<file path="src/rtl/ps2_pkg.sv">
// Shared constants for the PS/2 keyboard front end: scan-code prefixes,
// decoder state encoding and the default key-code table entries.
package ps2_pkg;

    localparam logic [7:0] PS2_EXT   = 8'hE0;
    localparam logic [7:0] PS2_BRK   = 8'hF0;
    localparam logic [7:0] PS2_PAUSE = 8'hE1;

    // start + 8 data + parity + stop
    localparam logic [3:0] PS2_FRAME_BITS = 4'd11;

    localparam logic [1:0] ST_IDLE    = 2'd0;
    localparam logic [1:0] ST_EXT     = 2'd1;
    localparam logic [1:0] ST_BRK     = 2'd2;
    localparam logic [1:0] ST_EXT_BRK = 2'd3;

    // bit 8 marks an E0-extended code
    localparam logic [8:0] KEY_UP     = 9'h175;
    localparam logic [8:0] KEY_DOWN   = 9'h172;
    localparam logic [8:0] KEY_LEFT   = 9'h16b;
    localparam logic [8:0] KEY_RIGHT  = 9'h174;
    localparam logic [8:0] KEY_OK     = 9'h029;
    localparam logic [8:0] KEY_SWITCH = 9'h014;

endpackage

</file>
<file path="src/rtl/ps2_rx_frame.sv">
// PS/2 byte receiver: synchronises and glitch-filters the raw lines, deframes
// 11-bit frames, checks start/parity/stop and abandons stalled frames.
module ps2_rx_frame
    import ps2_pkg::*;
#(
    parameter int unsigned FILT_LEN    = 8,
    parameter int unsigned TIMEOUT_CYC = 50000
) (
    input  logic       clk,
    input  logic       rst,
    input  logic       ps2_clk,
    input  logic       ps2_data,
    output logic [7:0] byte_out,
    output logic       byte_valid,
    output logic       frame_err
);

    localparam int unsigned FW = $clog2(FILT_LEN + 1);
    localparam int unsigned TW = $clog2(TIMEOUT_CYC + 1);

    logic [1:0]    clk_sync_q, data_sync_q;
    logic          clk_s, data_s;
    logic          filt_q, filt_d;
    logic [FW-1:0] fcnt_q, fcnt_d;
    logic          fall;
    logic [3:0]    bitcnt_q, bitcnt_d;
    logic [7:0]    shift_q, shift_d;
    logic          start_q, start_d;
    logic          par_q, par_d;
    logic [TW-1:0] tmo_q, tmo_d;
    logic [7:0]    byte_q, byte_d;
    logic          valid_q, valid_d;
    logic          err_q, err_d;
    logic          frame_ok;

    assign clk_s  = clk_sync_q[1];
    assign data_s = data_sync_q[1];

    always_ff @(posedge clk or posedge rst) begin
        if (rst) begin
            clk_sync_q  <= '1;
            data_sync_q <= '1;
        end else begin
            clk_sync_q  <= {clk_sync_q[0], ps2_clk};
            data_sync_q <= {data_sync_q[0], ps2_data};
        end
    end

    // Filtered level flips on the FILT_LEN-th consecutive differing sample.
    always_comb begin
        filt_d = filt_q;
        fcnt_d = fcnt_q;
        fall   = 1'b0;
        if (clk_s == filt_q) begin
            fcnt_d = '0;
        end else if (fcnt_q == FW'(FILT_LEN - 1)) begin
            filt_d = clk_s;
            fcnt_d = '0;
            fall   = filt_q;
        end else begin
            fcnt_d = fcnt_q + 1'b1;
        end
    end

    assign frame_ok = !start_q && (^{shift_q, par_q}) && data_s;

    always_comb begin
        bitcnt_d = bitcnt_q;
        shift_d  = shift_q;
        start_d  = start_q;
        par_d    = par_q;
        tmo_d    = tmo_q;
        byte_d   = byte_q;
        valid_d  = 1'b0;
        err_d    = 1'b0;
        if (fall) begin
            tmo_d = '0;
            if (bitcnt_q == 4'd0) begin
                start_d = data_s;
            end else if (bitcnt_q <= 4'd8) begin
                shift_d = {data_s, shift_q[7:1]};
            end else if (bitcnt_q == 4'd9) begin
                par_d = data_s;
            end
            if (bitcnt_q == PS2_FRAME_BITS - 4'd1) begin
                bitcnt_d = '0;
                byte_d   = shift_q;
                valid_d  = frame_ok;
                err_d    = !frame_ok;
            end else begin
                bitcnt_d = bitcnt_q + 4'd1;
            end
        end else if (bitcnt_q == 4'd0) begin
            tmo_d = '0;
        end else if (tmo_q == TW'(TIMEOUT_CYC - 1)) begin
            bitcnt_d = '0;
            tmo_d    = '0;
        end else begin
            tmo_d = tmo_q + 1'b1;
        end
    end

    always_ff @(posedge clk or posedge rst) begin
        if (rst) begin
            filt_q   <= 1'b1;
            fcnt_q   <= '0;
            bitcnt_q <= '0;
            shift_q  <= '0;
            start_q  <= 1'b0;
            par_q    <= 1'b0;
            tmo_q    <= '0;
            byte_q   <= '0;
            valid_q  <= 1'b0;
            err_q    <= 1'b0;
        end else begin
            filt_q   <= filt_d;
            fcnt_q   <= fcnt_d;
            bitcnt_q <= bitcnt_d;
            shift_q  <= shift_d;
            start_q  <= start_d;
            par_q    <= par_d;
            tmo_q    <= tmo_d;
            byte_q   <= byte_d;
            valid_q  <= valid_d;
            err_q    <= err_d;
        end
    end

    assign byte_out   = byte_q;
    assign byte_valid = valid_q;
    assign frame_err  = err_q;

endmodule

</file>
<file path="src/rtl/ps2_key_decoder.sv">
// PS/2 keyboard front end: resolves E0/F0 prefixes into make/break events for
// a table of keys and produces held levels, press/release pulses and auto-repeat.
module ps2_key_decoder
    import ps2_pkg::*;
#(
    parameter int unsigned           N_KEYS        = 6,
    // entry i sits at KEY_CODES[i*9 +: 9], so entry 0 is the rightmost item
    parameter logic [N_KEYS*9-1:0]   KEY_CODES     = {KEY_UP, KEY_DOWN, KEY_LEFT,
                                                      KEY_RIGHT, KEY_OK, KEY_SWITCH},
    parameter int unsigned           FILT_LEN      = 8,
    parameter int unsigned           TIMEOUT_CYC   = 50000,
    parameter int unsigned           REPEAT_DELAY  = 25000000,
    parameter int unsigned           REPEAT_PERIOD = 5000000
) (
    input  logic                             clk,
    input  logic                             rst,
    input  logic                             ps2_clk,
    input  logic                             ps2_data,
    output logic [N_KEYS-1:0]                key_held,
    output logic [N_KEYS-1:0]                key_press,
    output logic [N_KEYS-1:0]                key_release,
    output logic [$clog2(N_KEYS+1)-1:0]      whichkey,
    output logic                             frame_err
);

    localparam int unsigned WK_W = $clog2(N_KEYS + 1);
    localparam int unsigned RMAX = (REPEAT_DELAY > REPEAT_PERIOD) ? REPEAT_DELAY : REPEAT_PERIOD;
    localparam int unsigned RW   = $clog2(RMAX + 1);

    logic [7:0]        rx_byte;
    logic              rx_valid;
    logic              rx_err;
    logic [1:0]        state_q, state_d;
    logic              ev_make, ev_break;
    logic [8:0]        code;
    logic [N_KEYS-1:0] match, new_press, rel, sel_new;
    logic [N_KEYS-1:0] held_q, held_d;
    logic [N_KEYS-1:0] press_q, press_d;
    logic [N_KEYS-1:0] rel_q;
    logic [WK_W-1:0]   wk_q, wk_d;
    logic [N_KEYS-1:0] sel_q, sel_d;
    logic              act_q, act_d;
    logic [RW-1:0]     rcnt_q, rcnt_d;
    logic              tick;

    ps2_rx_frame #(
        .FILT_LEN    (FILT_LEN),
        .TIMEOUT_CYC (TIMEOUT_CYC)
    ) u_rx (
        .clk        (clk),
        .rst        (rst),
        .ps2_clk    (ps2_clk),
        .ps2_data   (ps2_data),
        .byte_out   (rx_byte),
        .byte_valid (rx_valid),
        .frame_err  (rx_err)
    );

    always_comb begin
        state_d  = state_q;
        ev_make  = 1'b0;
        ev_break = 1'b0;
        code     = {1'b0, rx_byte};
        if (rx_err) begin
            state_d = ST_IDLE;
        end else if (rx_valid) begin
            case (state_q)
                ST_IDLE: begin
                    if (rx_byte == PS2_EXT)        state_d = ST_EXT;
                    else if (rx_byte == PS2_BRK)   state_d = ST_BRK;
                    else if (rx_byte != PS2_PAUSE) ev_make = 1'b1;
                end
                ST_EXT: begin
                    if (rx_byte == PS2_BRK) begin
                        state_d = ST_EXT_BRK;
                    end else if (rx_byte != PS2_EXT) begin
                        ev_make = 1'b1;
                        code    = {1'b1, rx_byte};
                        state_d = ST_IDLE;
                    end
                end
                ST_BRK: begin
                    ev_break = 1'b1;
                    state_d  = ST_IDLE;
                end
                ST_EXT_BRK: begin
                    ev_break = 1'b1;
                    code     = {1'b1, rx_byte};
                    state_d  = ST_IDLE;
                end
                default: state_d = ST_IDLE;
            endcase
        end
    end

    always_comb begin
        for (int unsigned i = 0; i < N_KEYS; i++) begin
            match[i] = (KEY_CODES[i*9 +: 9] == code);
        end
        new_press = ev_make  ? (match & ~held_q) : '0;
        rel       = ev_break ? (match & held_q)  : '0;
        held_d    = (held_q | new_press) & ~rel;
        sel_new   = new_press & (~new_press + 1'b1);
    end

    // A release of the repeating key outranks its tick; a new press outranks both.
    assign tick = act_q && (rcnt_q == RW'(1));

    always_comb begin
        press_d = new_press;
        sel_d   = sel_q;
        act_d   = act_q;
        rcnt_d  = rcnt_q;
        if (|new_press) begin
            sel_d  = sel_new;
            act_d  = (REPEAT_DELAY != 0);
            rcnt_d = RW'(REPEAT_DELAY);
        end else if (act_q && |(rel & sel_q)) begin
            act_d = 1'b0;
        end else if (tick) begin
            press_d = sel_q;
            rcnt_d  = RW'(REPEAT_PERIOD);
        end else if (act_q) begin
            rcnt_d = rcnt_q - 1'b1;
        end
    end

    always_comb begin
        wk_d = '0;
        for (int unsigned i = N_KEYS; i > 0; i--) begin
            if (held_q[i-1]) wk_d = WK_W'(i);
        end
    end

    always_ff @(posedge clk or posedge rst) begin
        if (rst) begin
            state_q <= ST_IDLE;
            held_q  <= '0;
            press_q <= '0;
            rel_q   <= '0;
            wk_q    <= '0;
            sel_q   <= '0;
            act_q   <= 1'b0;
            rcnt_q  <= '0;
        end else begin
            state_q <= state_d;
            held_q  <= held_d;
            press_q <= press_d;
            rel_q   <= rel;
            wk_q    <= wk_d;
            sel_q   <= sel_d;
            act_q   <= act_d;
            rcnt_q  <= rcnt_d;
        end
    end

    assign key_held    = held_q;
    assign key_press   = press_q;
    assign key_release = rel_q;
    assign whichkey    = wk_q;
    assign frame_err   = rx_err;

endmodule

</file>
<file path="config.mk">
export PLATFORM = sky130hd
export DESIGN_NAME = ps2_key_decoder
export DESIGN_NICKNAME = d
export VERILOG_FILES = /design/src/rtl/ps2_pkg.sv /design/src/rtl/ps2_rx_frame.sv /design/src/rtl/ps2_key_decoder.sv
export SDC_FILE = /design/constraint.sdc
export NUM_CORES = 1
export LEC_CHECK = 0
export ABC_CLOCK_PERIOD_IN_PS = 7200
export CAP_MARGIN = 25
export CELL_PAD_IN_SITES_DETAIL_PLACEMENT = 1
export CELL_PAD_IN_SITES_GLOBAL_PLACEMENT = 2
export CORE_ASPECT_RATIO = 1.5
export CORE_UTILIZATION = 28
export CTS_CLUSTER_SIZE = 28
export DETAILED_ROUTE_END_ITERATION = 6
export HOLD_SLACK_MARGIN = 0.05
export PLACE_DENSITY_LB_ADDON = 0.1
export SETUP_SLACK_MARGIN = 0.15
export SYNTH_ARGS = -nofsm -noshare
export SYNTH_HDL_FRONTEND = slang
export SYNTH_SLANG_ARGS = --single-unit
</file>
<file path="constraint.sdc">
create_clock -name clk -period 7.2 [get_ports clk]
set_input_delay 2.16 -clock clk [delete_from_list [all_inputs] [get_ports clk]]
set_output_delay 2.16 -clock clk [all_outputs]
set_load 0.01 [all_outputs]
</file>
=== After elaboration in Yosys (flattened, before gate mapping) ===
Index checks and enable logic that the tools add are counted.

* Output and inout bits: 22
* Flip-flop bits (word level): 104
* Input port bits: 4
* Latch bits: 0
* Bits in writable memories: 0
* Memories kept: 0
* Word-level logic and storage cells: 140
* Bits in read-only memories: 0

* Divide/modulo/power cells: 0
* Multipliers: 0
* Magnitude comparators: 1
* Equal/unequal tests: 23
* Bitwise gates (word level): 12
* Mux-type cells: 55
* Shift operators: 0
* Reduce and logical (&&, ||, !) cells: 24
* $add $sub $neg: 5

{| class="wikitable"
|+ Operators by type and width
! cell !! number
|-
| $mux 25 || 4
|-
| $mux 16 || 3
|-
| $eq 9x9->1 const A || 4
|-
| $mux 9 || 4
|-
| $and 6x6->6 || 5
|-
| $mux 6 || 5
|-
| $eq 25x1->1 const B || 1
|-
| $sub 25x1->25 const B || 1
|-
| $mux 4 || 6
|-
| $mux 1 || 18
|-
| $mux 3 || 6
|-
| $not 6->6 || 3
|-
| $pmux 9 s2 || 1
|-
| $add 16x1->16 const B || 1
|-
| $eq 16x16->1 const B || 1
|-
| $eq 8x8->1 const B || 2
|-
| $ne 8x8->1 const B || 2
|-
| $mux 2 || 6
|-
| $reduce_or 6->1 || 2
|-
| $reduce_and 2->1 || 5
|-
| $eq 5x9->1 const A || 1
|-
| $eq 6x9->1 const A || 1
|-
| $reduce_xor 9->1 || 1
|-
| $add 4x1->4 const B || 2
|-
| 23 further kinds || 35
|}

=== Logic depth before layout (Yosys ltp) ===
* Word-level depth: 14
* Depth in mapped cells: 9
* Gate-level depth less buffers: 8

=== By module ===
A second synthesis with hierarchy kept.

* Cells, all modules: 501
* Area, all modules: 5185.0 sq um

{| class="wikitable"
|+ By module, submodules not included
! module !! area an instance (sq um) !! cells each !! times used
|-
| ps2_key_decoder || 2986.6 || 317 || 1
|-
| ps2_rx_frame || 2198.4 || 184 || 1
|}

=== Worst setup path after synthesis ===
Ideal clock, no wire load.

* Kind: reg2out
* Start: register held_q[1] (netlist: key_held[1])
* End: output key_held[1]
* Cell stages (with the launch flop): 1
* Arrival: 442 ps
* Path buffers: 0
* Slack: 4598 ps
* Data required time: 5040 ps
* Cells stage by stage: dfrtp_1

{| class="wikitable"
|+ RTL lines
! what !! line !! text
|-
| start, declared || ps2_key_decoder.sv:37 || <nowiki>logic [N_KEYS-1:0] held_q, held_d;</nowiki>
|-
| start signal, assigned || ps2_key_decoder.sv:147 || <nowiki>held_q <= held_d;</nowiki>
|-
| end, declared || ps2_key_decoder.sv:19 || <nowiki>output logic [N_KEYS-1:0] key_held,</nowiki>
|}

No word-level cell between the ends.

=== Worst setup path in the final report ===
* Start: register held_q[2] (netlist: key_held[2])
* End: output key_held[2]

No word-level cell between the ends.

==> Implementation_results.wiki <==
{| class="wikitable"
! Metric !! Value
|-
| Detail-routed net length per standard cell || between 15 and 20 um
|-
| Max frequency || about 280 MHz
|-
| FF+latch area || about 2600 um^2
|-
| Remaining number of nets flagged by the antenna check after routing || 0
|-
| Number of buffers created by CTS || 9
|-
| Detailed placer's ending HPWL || between 9000 and 10000 um
|-
| I/O pin count || 26
|-
| Share of flip-flops with an asynchronous set or reset after synthesis || 1.00
|-
| Static Leakage || roughly 2.6 nW
|-
| RSZ-0062 raised after global routing || false
|-
| Reg-to-reg slack, setup || ~3.9 ns
|-
| Synth Flop Type || sky130_fd_sc_hd__dfrtp_1
|-
| CTS tree || done
|-
| Overflow left after global routing || 0
|-
| Clock latency of the later-clocked register in the worst-skew pair || 0.36 ns
|-
| Vias in the first global route || between 4000 and 5000
|-
| CP Launch Type || register
|-
| DIE AREA || roughly 19000 um^2
|-
| Height of the die || 168 um
|-
| Worst-path fanout max || 8
|-
| Initial drt markers || 116
|-
| Post-cts hold buffer count || 0
|-
| Number of nets at the end of the flow || 528
|-
| Number of stages on the worst setup path || 1
|-
| Worst Path Buf+Inv || 1
|-
| Hold slack || 0.356 ns
|-
| Setup Fix Bufs, Post-CTS || 0
|-
| Sum of negative setup slack || 0 ns
|-
| Post-Route WL || between 10000 and 15000 um
|-
| CP cell instances || clkdlybuf4s50_1
|-
| 1st-pass router iterations || 4
|-
| Worst r2r path cells || 6
|-
| Cell total after placement || roughly 730
|-
| Number of placement rows || 60
|-
| Average instance area after synthesis || slightly above 10 um^2
|-
| Root buf cell || sky130_fd_sc_hd__clkbuf_16
|-
| Highest cell delay on the worst timing path || approximately 0.59 ns
|-
| Run status || finished, final reports clean
|-
| Area of the core || approximately 18000 um^2
|-
| Net count of the mapped netlist || about 510
|-
| Cell with the largest stage delay on the worst path || sky130_fd_sc_hd__clkdlybuf4s50_1
|-
| Setup crit start || key_held[2]
|-
| Total of buffers placed on input and output ports || 25
|-
| Post-synthesis instance area || roughly 5200 um^2
|-
| Final clock period utilization by the worst path || 0.501
|-
| Number of fillers in the final layout || ~2000
|-
| Class of the worst hold path || reg2reg
|-
| Library cells used by synthesis || 67
|-
| Critical Path Sink Type || output pin
|-
| Vias || 3932
|-
| H-tree levels || 3
|-
| Family with the most delay on the worst path || buffers and inverters
|-
| Leading cell type in the layout, fill and taps excluded || sky130_fd_sc_hd__dfrtp_1
|-
| Global routing usage summed across all routing layers || 0.153
|-
| Remaining design rule violation count || 0
|-
| Endpoints failing hold || 0
|-
| Total area of multi-input combinational cells || about 2400 um^2
|-
| Relative area change from synthesis to final layout || 15.4%
|-
| Worst Path Arrival || roughly 1.5 ns
|-
| Crit path required time || around 5 ns
|-
| Reg-to-Reg Start || state_q[1]
|-
| Power density over the cells || approximately 190 nW/um^2
|-
| Count of final setup violators || 0
|-
| Post-layout instance count excluding filler cells || 742
|-
| Worst flop-to-flop path endpoint || key_press[5]
|-
| Horizontal extent of the die || 113 um
|-
| Post-synth EDFFs || 0
|-
| Leading cell types in the layout, fill and taps excluded || sky130_fd_sc_hd__dfrtp_1, sky130_fd_sc_hd__nor2_1, sky130_fd_sc_hd__nand2_1
|-
| Part of the Yosys area used for sequential elements || 0.506
|-
| Drt via density || roughly 5.3
|-
| First-pass GRT wire length || approximately 23000 um
|-
| Hold path cells || 0
|-
| Max clock buf depth || 2
|-
| Ratio of cells with drive above 1 in the final layout || 0.156
|-
| Placed cell areas || between 5000 and 6000 um^2
|-
| Final cell area excluding filler cells || 5950 um^2
|-
| Largest net degree at the start of global routing || 77
|-
| Register bit total from synthesis || 104
|-
| Max Cap Violations || 0
|-
| GPL Wtd Cong || 0.707
|-
| Post-cts resize count || 0
|-
| Largest voltage drop on the vdd net || approximately 110 uV
|-
| Worst setup path endpoint || key_held[2]
|-
| Number of antenna violations at the first check in global routing || 0
|-
| Starting density of the core || 0.286
|-
| Final antenna diode count || 0
|-
| Fin. max-slew vios || 0
|-
| Post-synthesis instance total || between 400 and 500
|-
| Clock skew || between 0.009 and 0.01 ns
|-
| Worst Max-Slew Pin Slew || ~0.99 ns
|-
| Minimum clock period after layout || around 3.6 ns
|-
| Number of clock sinks || 104
|-
| Total of warnings raised by yosys || 0
|-
| Clk pin slew, worst setup/hold paths || around 0.080 ns
|-
| Slack of the critical path || 3.59 ns
|-
| Pre-CTS setup slack || between 3 and 4 ns
|-
| Worst-case headroom to the max-slew limit || 0.340
|-
| Worst Path Class, Setup || reg2out
|}
## synth_stat cells (all sizes together) (3+ instances only)
cell,count,share of area
nand3,24,0.024
nor3b,3,0.0044
a21oi,27,0.036
clkbuf,12,0.0087
or4,11,0.017
nor3,15,0.016
nor4,13,0.017
mux2,16,0.035
inv,16,0.012
ha,4,0.0097
o311ai,3,0.0051
nor4b,7,0.012
a21o,13,0.019
or2,4,0.0049
or3,3,0.0036
and4,4,0.0068
nand2,32,0.023
nand4,11,0.015
o31ai,8,0.012
and4b,4,0.0078
or4b,5,0.010
dfstp,5,0.025
xnor2,15,0.025
dfrtp,99,0.48
o21ai,36,0.039
and3,11,0.014
buf,7,0.013
nor2b,3,0.0036
nor2,45,0.033
a211oi,3,0.0044
xor2,9,0.015
## registers in the layout, indices dropped and copies added, names as in the netlist
register and flops:
key_held 6, act_q 1, key_release 6, u_rx.par_q 1, u_rx.byte_valid 1, u_rx.filt_q 1
key_press 6, u_rx.frame_err 1, state_q 2, u_rx.fcnt_q 4, rcnt_q 25, u_rx.shift_q 8
u_rx.data_sync_q 2, sel_q 6, u_rx.bitcnt_q 4, u_rx.clk_sync_q 2, u_rx.byte_out 8, whichkey 3
u_rx.start_q 1, u_rx.tmo_q 16
## area by class of cell
class	count	share of cell area
flip-flops and latches	104	0.438
multi-input cells	358	0.402
repair buffers	31	0.0530
well taps	217	0.0456
clock buffers	10	0.0402
clock inverters	6	0.0105
inverters	16	0.0105
## report_power, final
| part | switching [W] | total (W) | internal, W |
|---|---|---|---|
| Sequential | 0.00000946 | 0.000606 | 0.000597 |
| Combinational | 0.0000222 | 0.0000369 | 0.0000146 |
| Clock | 0.000243 | 0.000496 | 0.000253 |
| Total | 0.000275 | 0.00114 | 0.000864 |
## metrics by stage
stage,power (W),utilization
after global routing,0.00118,0.330
after CTS,0.00116,0.329
after global placement,0.000652,0.312
after detailed placement,0.000655,0.312
after floorplan,0.000642,-
final,0.00114,0.330
## per-layer routing
metal | share of wire | up-vias | global-route usage
li1 | - | 1869 | -
met1 | 0.45 | 2014 | 0.186
met2 | 0.52 | 34 | 0.273
met3 | 0.019 | 15 | 0.0227
met4 | 0.014 | 0 | 0.0499
met5 | 0 | - | 0
## kinds of logic after synthesis
group / Yosys count / share of synthesized area
AND/OR/NAND/NOR: 209 / 0.235
AO/OA/AOI/OAI: 104 / 0.139
flip-flops: 104 / 0.506
buffers and inverters: 35 / 0.0335
XOR/XNOR: 24 / 0.0408
multiplexers: 17 / 0.0369
adder cells (fa/ha/maj): 4 / 0.00970
## worst min-delay path by stage
stage / start / slack [ns] / to
after detailed placement: u_rx.clk_sync_q[0] / 0.35 / u_rx.clk_sync_q[1]
after floorplan: u_rx.clk_sync_q[0] / 0.35 / u_rx.clk_sync_q[1]
after global placement: u_rx.data_sync_q[0] / 0.35 / u_rx.data_sync_q[1]
after CTS: u_rx.clk_sync_q[0] / 0.36 / u_rx.clk_sync_q[1]
final: u_rx.clk_sync_q[0] / 0.36 / u_rx.clk_sync_q[1]
after global routing: u_rx.clk_sync_q[0] / 0.37 / u_rx.clk_sync_q[1]
(Power assumes the default switching activity.)
